$ cat config.mk
export PLATFORM = sky130hd
export DESIGN_NAME = floor_request_panel
export DESIGN_NICKNAME = d
export VERILOG_FILES = /design/src/rtl/elevator_pkg.sv /design/src/rtl/scan_picker.sv /design/src/rtl/floor_request_panel.sv
export SDC_FILE = /design/constraint.sdc
export NUM_CORES = 1
export LEC_CHECK = 0
export CELL_PAD_IN_SITES_DETAIL_PLACEMENT = 0
export CELL_PAD_IN_SITES_GLOBAL_PLACEMENT = 1
export CORE_UTILIZATION = 30
export CTS_CLUSTER_DIAMETER = 40
export DETAILED_ROUTE_END_ITERATION = 7
export PLACE_DENSITY = 0.67
export SKIP_CTS_REPAIR_TIMING = 1
export SLEW_MARGIN = 25
export SYNTH_ARGS = -nofsm -noshare
export SYNTH_HDL_FRONTEND = slang
export SYNTH_SLANG_ARGS = --single-unit
export TNS_END_PERCENT = 30
$ cat constraint.sdc
create_clock -name clk -period 3.65 [get_ports clk]
set_clock_uncertainty 0.15 [all_clocks]
set_input_delay 0.9125 -clock clk [delete_from_list [all_inputs] [get_ports clk]]
set_output_delay 0.9125 -clock clk [all_outputs]
set_load 0.05 [all_outputs]
$ cat src/rtl/elevator_pkg.sv
// Shared types and defaults for the elevator request panel.
// Floor numbers, panel FSM states.
package elevator_pkg;

  localparam int NFLOORS = 16;
  localparam int FLOOR_W = $clog2(NFLOORS);

  typedef logic [FLOOR_W-1:0] floor_t;

  typedef enum logic [1:0] {
    IDLE  = 2'd0,
    SERVE = 2'd1,
    DWELL = 2'd2
  } panel_state_t;

endpackage

$ cat src/rtl/scan_picker.sv
// SCAN target selection: nearest pending floor in the travel direction,
// falling back to the opposite direction (flip) when nothing lies ahead.
module scan_picker
  import elevator_pkg::*;
#(
  parameter int NFLOORS = 16,
  parameter int FLOOR_W = 4
) (
  input  logic [NFLOORS-1:0] pending,
  input  logic [FLOOR_W-1:0] cur_floor,
  input  logic               dir_up,
  output logic [FLOOR_W-1:0] target,
  output logic               found,
  output logic               flip
);

  logic [FLOOR_W-1:0] up_t;
  logic [FLOOR_W-1:0] dn_t;
  logic               up_f;
  logic               dn_f;

  always_comb begin
    up_t = '0;
    dn_t = '0;
    up_f = 1'b0;
    dn_f = 1'b0;
    // Descending scan leaves the lowest qualifying floor
    for (int i = NFLOORS - 1; i >= 0; i--) begin
      if (pending[i] && i >= int'(cur_floor)) begin
        up_t = FLOOR_W'(i);
        up_f = 1'b1;
      end
    end
    for (int i = 0; i < NFLOORS; i++) begin
      if (pending[i] && i <= int'(cur_floor)) begin
        dn_t = FLOOR_W'(i);
        dn_f = 1'b1;
      end
    end
  end

  always_comb begin
    flip   = dir_up ? (!up_f && dn_f) : (!dn_f && up_f);
    found  = up_f | dn_f;
    target = (dir_up ^ flip) ? up_t : dn_t;
  end

endmodule

$ cat src/rtl/floor_request_panel.sv
// Call-button panel: latches presses, issues SCAN-ordered targets.
// Define PANEL_DWELL_EN to add a door-dwell wait after each served target.
module floor_request_panel
  import elevator_pkg::*;
#(
  parameter int NFLOORS      = elevator_pkg::NFLOORS,
  parameter int FLOOR_W      = elevator_pkg::FLOOR_W,
  parameter int DWELL_CYCLES = 8
) (
  input  logic               clk,
  input  logic               rst,
  input  logic [NFLOORS-1:0] btn,
  input  logic [FLOOR_W-1:0] cur_floor,
  input  logic               arrived,
  output logic [FLOOR_W-1:0] req_floor,
  output logic               req_valid,
  output logic               dir_up,
  output logic [NFLOORS-1:0] pending
);

  if (DWELL_CYCLES < 1 || FLOOR_W != $clog2(NFLOORS)) begin : g_cfg_err
    $error("floor_request_panel: bad parameter set");
  end

  panel_state_t       state_q;
  logic [NFLOORS-1:0] pending_q;
  logic [NFLOORS-1:0] pending_d;
  logic [NFLOORS-1:0] clr;
  logic [FLOOR_W-1:0] req_floor_q;
  logic               req_valid_q;
  logic               dir_up_q;

  logic [FLOOR_W-1:0] pick_tgt;
  logic               pick_found;
  logic               pick_flip;
  logic               hit;
  logic               retgt;

`ifdef PANEL_DWELL_EN
  localparam int CNT_W = $clog2(DWELL_CYCLES + 1);
  logic [CNT_W-1:0] cnt_q;
`endif

  scan_picker #(
    .NFLOORS (NFLOORS),
    .FLOOR_W (FLOOR_W)
  ) u_pick (
    .pending   (pending_q),
    .cur_floor (cur_floor),
    .dir_up    (dir_up_q),
    .target    (pick_tgt),
    .found     (pick_found),
    .flip      (pick_flip)
  );

  // Arrival clears its floor even against a same-cycle press
  always_comb begin
    clr       = arrived ? (NFLOORS'(1) << cur_floor) : '0;
    pending_d = (pending_q | btn) & ~clr;
  end

  always_comb begin
    hit   = arrived && (cur_floor == req_floor_q);
    retgt = pick_found && !pick_flip &&
            (pick_tgt != cur_floor) &&
            (dir_up_q ? (pick_tgt < req_floor_q)
                      : (pick_tgt > req_floor_q));
  end

  always_ff @(posedge clk or posedge rst) begin
    if (rst) begin
      state_q     <= IDLE;
      pending_q   <= '0;
      req_floor_q <= '0;
      req_valid_q <= 1'b0;
      dir_up_q    <= 1'b1;
`ifdef PANEL_DWELL_EN
      cnt_q       <= '0;
`endif
    end else begin
      pending_q <= pending_d;
      unique case (state_q)
        IDLE: begin
          if (|pending_q) begin
            req_floor_q <= pick_tgt;
            req_valid_q <= 1'b1;
            dir_up_q    <= dir_up_q ^ pick_flip;
            state_q     <= SERVE;
          end
        end
        SERVE: begin
          if (hit) begin
            req_valid_q <= 1'b0;
`ifdef PANEL_DWELL_EN
            cnt_q       <= '0;
            state_q     <= DWELL;
`else
            state_q     <= IDLE;
`endif
          end else if (retgt) begin
            req_floor_q <= pick_tgt;
          end
        end
`ifdef PANEL_DWELL_EN
        DWELL: begin
          if (cnt_q == CNT_W'(DWELL_CYCLES - 1)) begin
            state_q <= IDLE;
          end else begin
            cnt_q <= cnt_q + 1'b1;
          end
        end
`endif
        default: state_q <= IDLE;
      endcase
    end
  end

  assign req_floor = req_floor_q;
  assign req_valid = req_valid_q;
  assign dir_up    = dir_up_q;
  assign pending   = pending_q;

endmodule

Yosys cells after proc, flatten, opt, wreduce, memory -nomap -nowiden. Index checks and enable logic that the tools add are counted. Widths: inputs -> output; s select.

Register bits: 24. Bits of input ports: 23. Word-level logic and storage cells: 173.

Magnitude comparators: 32. Eq/ne operators: 7. Shifts and indexed selects: 1. Mux-type cells: 77. Bitwise logic cells: 5. Reduce and logical (&&, ||, !) cells: 46.

Operators by type and width (number): $mux 4 (28); $mux 1 (37); $logic_and 1x1->1 (36); $le 4x4->1 const A (8); $ge 4x4->1 const A (7); $and 16x16->16 (1); $ge 3x4->1 const A (4); $le 3x4->1 const A (4); $mux 16 (1); $not 16->16 (1); $or 16x16->16 (1); $reduce_or 16->1 (1); $shl 1x4->16 const A (1); $mux 3 (4); $ge 1x4->1 const A (2); $ge 2x4->1 const A (2); $le 2x4->1 const A (2); $mux 2 (4); $ne 2x2->1 const B (4); $pmux 4 s2 (1); $eq 4x4->1 (1); $gt 4x4->1 (1); $le 1x4->1 const A (1); $lt 4x4->1 (1); other kinds (12) (15).

Longest topological paths before layout.
Word-level depth: 28. Gate-level depth with buffers: 19. Depth with buffers taken out: 16.

Hierarchy. From an unflattened synthesis, not the netlist that was laid out.

Cells, all modules: 262. Area total of the unflattened synthesis: 2109.5 um^2.

By module, submodules not included: floor_request_panel (times used 1, cells an instance 107, area each 1156.1 um^2, seq. area each 551.8 um^2); scan_picker (times used 1, cells an instance 155, area each 953.4 um^2, seq. area each 0.0 um^2).

Least setup slack after synthesis. OpenSTA, ideal clock, no wires.

Path type: in2reg. Start: input port cur_floor[2]. End: register req_floor_q[0], in the netlist req_floor[0]. Setup time: 0.130 ns. Arrival time: 4.272 ns. Required time: 3.370 ns. Setup slack: -0.903 ns. Cell stages on the path: 17. Buffers on the path: 1. Cells stage by stage: buf_2 -> or4_1 -> a21oi_1 -> nand2_1 -> nor3_2 -> a21oi_1 -> o32ai_2 -> ha_1 -> nor2b_1 -> o21ai_0 -> nand2b_1 -> a21oi_1 -> nand3_1 -> a21oi_1 -> o22ai_1 -> a311oi_1 -> nand3_1.

Longest elaborated chain between the ends: 27.

Ends and longest elaborated chain: start: declaration (line floor_request_panel.sv:13) `input logic [FLOOR_W-1:0] cur_floor,`; $le 1x4->1 or $ge 4x4->1 (tied branches) (line scan_picker.sv:35, scan_picker.sv:29); $logic_and 1x1->1 (on tied branches) (line scan_picker.sv:35, scan_picker.sv:29); $mux 1 (on tied branches) (15 in series) (line scan_picker.sv:35, scan_picker.sv:29); $logic_not 1->1 (line scan_picker.sv:43) `flip = dir_up ? (!up_f && dn_f) : (!dn_f && up_f);`; $logic_and 1x1->1 (line scan_picker.sv:43); $mux 1 (line scan_picker.sv:43); $xor 1x1->1 (line scan_picker.sv:45) `target = (dir_up ^ flip) ? up_t : dn_t;`; $mux 4 (*) (line scan_picker.sv:45); net pick_tgt[1] (line floor_request_panel.sv:33) `logic [FLOOR_W-1:0] pick_tgt;`; $gt 4x4->1 (tied with other cells) (line floor_request_panel.sv:67) `: (pick_tgt > req_floor_q));`; $mux 1 or $logic_and 1x1->1 (tied branches) (line floor_request_panel.sv:66, floor_request_panel.sv:64); $logic_and 1x1->1 (*) (line floor_request_panel.sv:65) `(pick_tgt != cur_floor) &&`; $ne 2x2->1 (no line) (*); $reduce_and 4->1 (no line) (*); end signal: assignment (line floor_request_panel.sv:85) `req_floor_q <= pick_tgt;`; end signal: assignment (line floor_request_panel.sv:101) `req_floor_q <= pick_tgt;`; end: declaration (line floor_request_panel.sv:29) `logic [FLOOR_W-1:0] req_floor_q;`.

Mark *: on every way through the listed nets, which the timed path passes. The rest lies on a longest branch. The select of a mux whose other input is x is not followed. A chain may end at the register's enable or synchronous reset.

Worst setup path in the final report.
Start: input port cur_floor[1]. End: register req_floor_q[0], in the netlist req_floor[0].

The elaborated chain is that of the path after synthesis.

==> flow_metrics.py <==
metrics = {
    "setup_path": {
        "r2r-start": "pending[10]$_DFF_PP0_",
        "cp.arrival_ns": 4.25,
        "path_max_fanout": 7,
        "cp-start-kind": "input pin",
        "path_class": "input pin to flop",
        "critPathCaptureType": "flop",
        "ff2ff_path_depth": 16,
        "reg2reg_slack_ns": -0.15,
        "timing.rr.end": "req_floor[0]$_DFFE_PP0P_",
        "crit_required_ns": 3.66,
    },
    "global_routing": {
        "grt.total_usage_pct": 23.57,
        "grt_pass1_vias": 2642,
        "grt_pass1_wl_mm": 13.86,
        "grt-ovfl-total": 0,
        "grt_max_degree": 23,
        "antenna_found_initial": 0,
    },
    "die": {
        "die_area_sq_mm": 0.007738,
        "rows": 30,
        "chipHeight_um": 87.97,
        "die-width_um": 87.97,
        "initial_core_util_pct": 31.76,
        "core_sq_mm": 0.006982,
        "boundaryPins": 45,
    },
    "routing": {
        "viasPerCell": 5.524,
        "drt_iter0_markers": 166,
        "wl_per_cell_um": 17.49,
        "via_count": 2795,
        "ant_nets": 0,
        "first_pass_iters": 5,
        "wl_mm": 8.849,
        "drc": 0,
    },
    "clocking": {
        "path_clk_slew_ns": 0.09,
        "htreeDepth": 1,
        "clockRootBuffer": "clkbuf_8",
        "numClockSinks": 22,
        "cts_max_path_buffers": 2,
        "numCtsBuffers": 3,
        "cts_tree": "built",
        "clk_latency_ns": 0.28,
    },
    "timing": {
        "holdWs_ns": 0.4248,
        "rsz0062_at_grt": "true",
        "setup_ws_ns": -0.5883,
        "finalCriticalPeriod_ns": 4.238,
        "slew_violations": 0,
        "hold_violations": 0,
        "maxSlewHeadroom_pct": 39.89,
        "min_period_over_period_pct": 116.1,
        "worst_pin_slew_ns": 0.8960,
        "finalSetupViolations": 4,
        "fmax_mhz": 235.9,
    },
    "synthesis": {
        "synth_seq_cells": 22,
        "ys.flop_type": "dfrtp_1",
        "yosysSeqAreaShare_pct": 24.89,
        "synth_area_sq_mm": 0.002217,
        "ys_async_sr_fraction_pct": 100.0,
        "synth.net_count": 307,
        "syn_area_per_cell_sq_um": 7.918,
        "synth_edf_count": 0,
        "yosysWarnings": 0,
        "synth_cell_types": 67,
        "syn_inst": 280,
    },
    "power": {
        "p_leak_uw": 0.001559,
        "power_uw": 1671,
        "ir_drop_mv": 0.3096,
        "p_per_area_mw_per_mm2": 461.4,
    },
    "worst_hold_path": {
        "hp-start": "dir_up$_DFFE_PP1P_",
        "hold_path_depth": 2,
        "worst_hold_path.endpoint": "dir_up$_DFFE_PP1P_",
        "hp-class": "flop to flop",
    },
    "finish": {
        "drive_gt1_share_pct": 33.17,
        "final_cell_mix": "buf_4, clkdlybuf4s50_1, nand2_1",
        "area_growth_pct": 63.32,
        "final_common_cell": "buf_4",
        "diodes": 0,
        "stdcell_count": 506,
        "nNetsFinal": 438,
    },
    "placement": {
        "hpwl_mm": 6.822,
        "portBuffers": 44,
        "dp.cells": 494,
        "gp_congestion": 0.9640,
    },
    "run_status": {
        "outcome": "finished with violations",
        "violations": "negative setup slack",
    },
    "run": {
        "max_cap_viol_count": 0,
    },
}
[registers in the layout, indices dropped and copies added (netlist names)]
signal and flops:
dir_up 1, pending 16, req_floor 4, req_valid 1
[final cells by class]
cell class / instances / area (sq um)
Clock inverter: 1 / 30.03
Inverter: 14 / 52.55
Timing Repair Buffer: 139 / 1155
Fill cell: 720 / 3361
Tap cell: 96 / 120.1
Clock buffer: 3 / 41.29
Multi-Input combinational cell: 231 / 1670
Sequential cell: 22 / 551.8
[cell families (layout without fill, tap and decap cells)]
group           Yosys count  after routing  synth area share [%]
flops                    22             22                 24.89
simple gates            113            113                 27.14
buf+inv                  28            157                 5.982
fa+ha+maj                 5              5                 2.765
mux                       2              2                 1.467
xor+xnor                  6              6                 2.709
compound gates          104            105                 35.05
[report_power, final]
part | switching (uW) | leakage (uW) | total (uW) | internal [uW]
clock | 94.1 | 0.0000357 | 241 | 147
sequential | 69.2 | 0.000212 | 355 | 286
combinational | 562 | 0.00131 | 1070 | 513
total | 725 | 0.00156 | 1670 | 945
[through the flow]
stage | instance area [sq um] | worst slack [ns] | TNS (ns) | utilization (%)
after floorplan | 2267 | -0.5578 | -2.052 | -
after global placement | 3408 | -1.223 | -4.752 | 48.82
after detailed placement | 3408 | -1.253 | -4.822 | 48.82
after CTS | 3480 | -0.9611 | -3.675 | 49.84
after global routing | 3621 | -0.7682 | -2.799 | 51.86
final | 3621 | -0.5883 | -2.059 | 51.86
[critical path, cell delays in order]
cell and delay (ns):
buf_6 0.09, buf_6 0.12, or4_4 0.52, a21oi_4 0.19, nand2_2 0.09, nor3_4 0.24
o21a_1 0.22, o32ai_4 0.11, ha_4 0.29, nor2b_4 0.13, o21ai_2 0.06, nand2b_1 0.09
a21oi_2 0.08, or3_4 0.41, a21oi_4 0.22, o22ai_2 0.10, a311oi_1 0.26, nand3_1 0.10
[synthesized netlist by cell type, types with 5 or more instances]
cell type  count  share of area, %
dfrtp_1       21                24
o211ai_1       9               3.0
o22a_1        10               4.0
o21ai_0       12               2.7
inv_1         14               2.4
buf_2          7               1.6
a31oi_1        6               1.7
nor2b_1        8               2.3
nor2_1        23               3.9
nand2_1       26               4.4
nand3_1       11               2.5
nand2b_1      10               2.8
or4_1          5               1.7
a21oi_1       20               4.5
[per-layer routing]
| metal | global-route usage (%) | vias to the layer above | wire (um) |
|---|---|---|---|
| met2 | 36.58 | 104 | 3971 |
| met4 | 4.471 | 0 | 81 |
| met1 | 35.16 | 1349 | 4230 |
| met3 | 2.545 | 7 | 566 |
| li1 | - | 1335 | - |
| met5 | 0 | - | 0 |
[how the worst max path moves through the flow]
stage               depth (start not counted)                       end  slack [ns]    startpoint
floorplan                                  17  req_floor[0]$_DFFE_PP0P_       -0.56  cur_floor[2]
global placement                           21  req_floor[0]$_DFFE_PP0P_       -1.22  cur_floor[1]
detailed placement                         18  req_floor[0]$_DFFE_PP0P_       -1.25  cur_floor[1]
CTS                                        18  req_floor[0]$_DFFE_PP0P_       -0.96  cur_floor[1]
global route                               18  req_floor[0]$_DFFE_PP0P_       -0.77  cur_floor[1]
finish                                     18  req_floor[0]$_DFFE_PP0P_       -0.59  cur_floor[1]
Power figures use the tool's default switching activity.
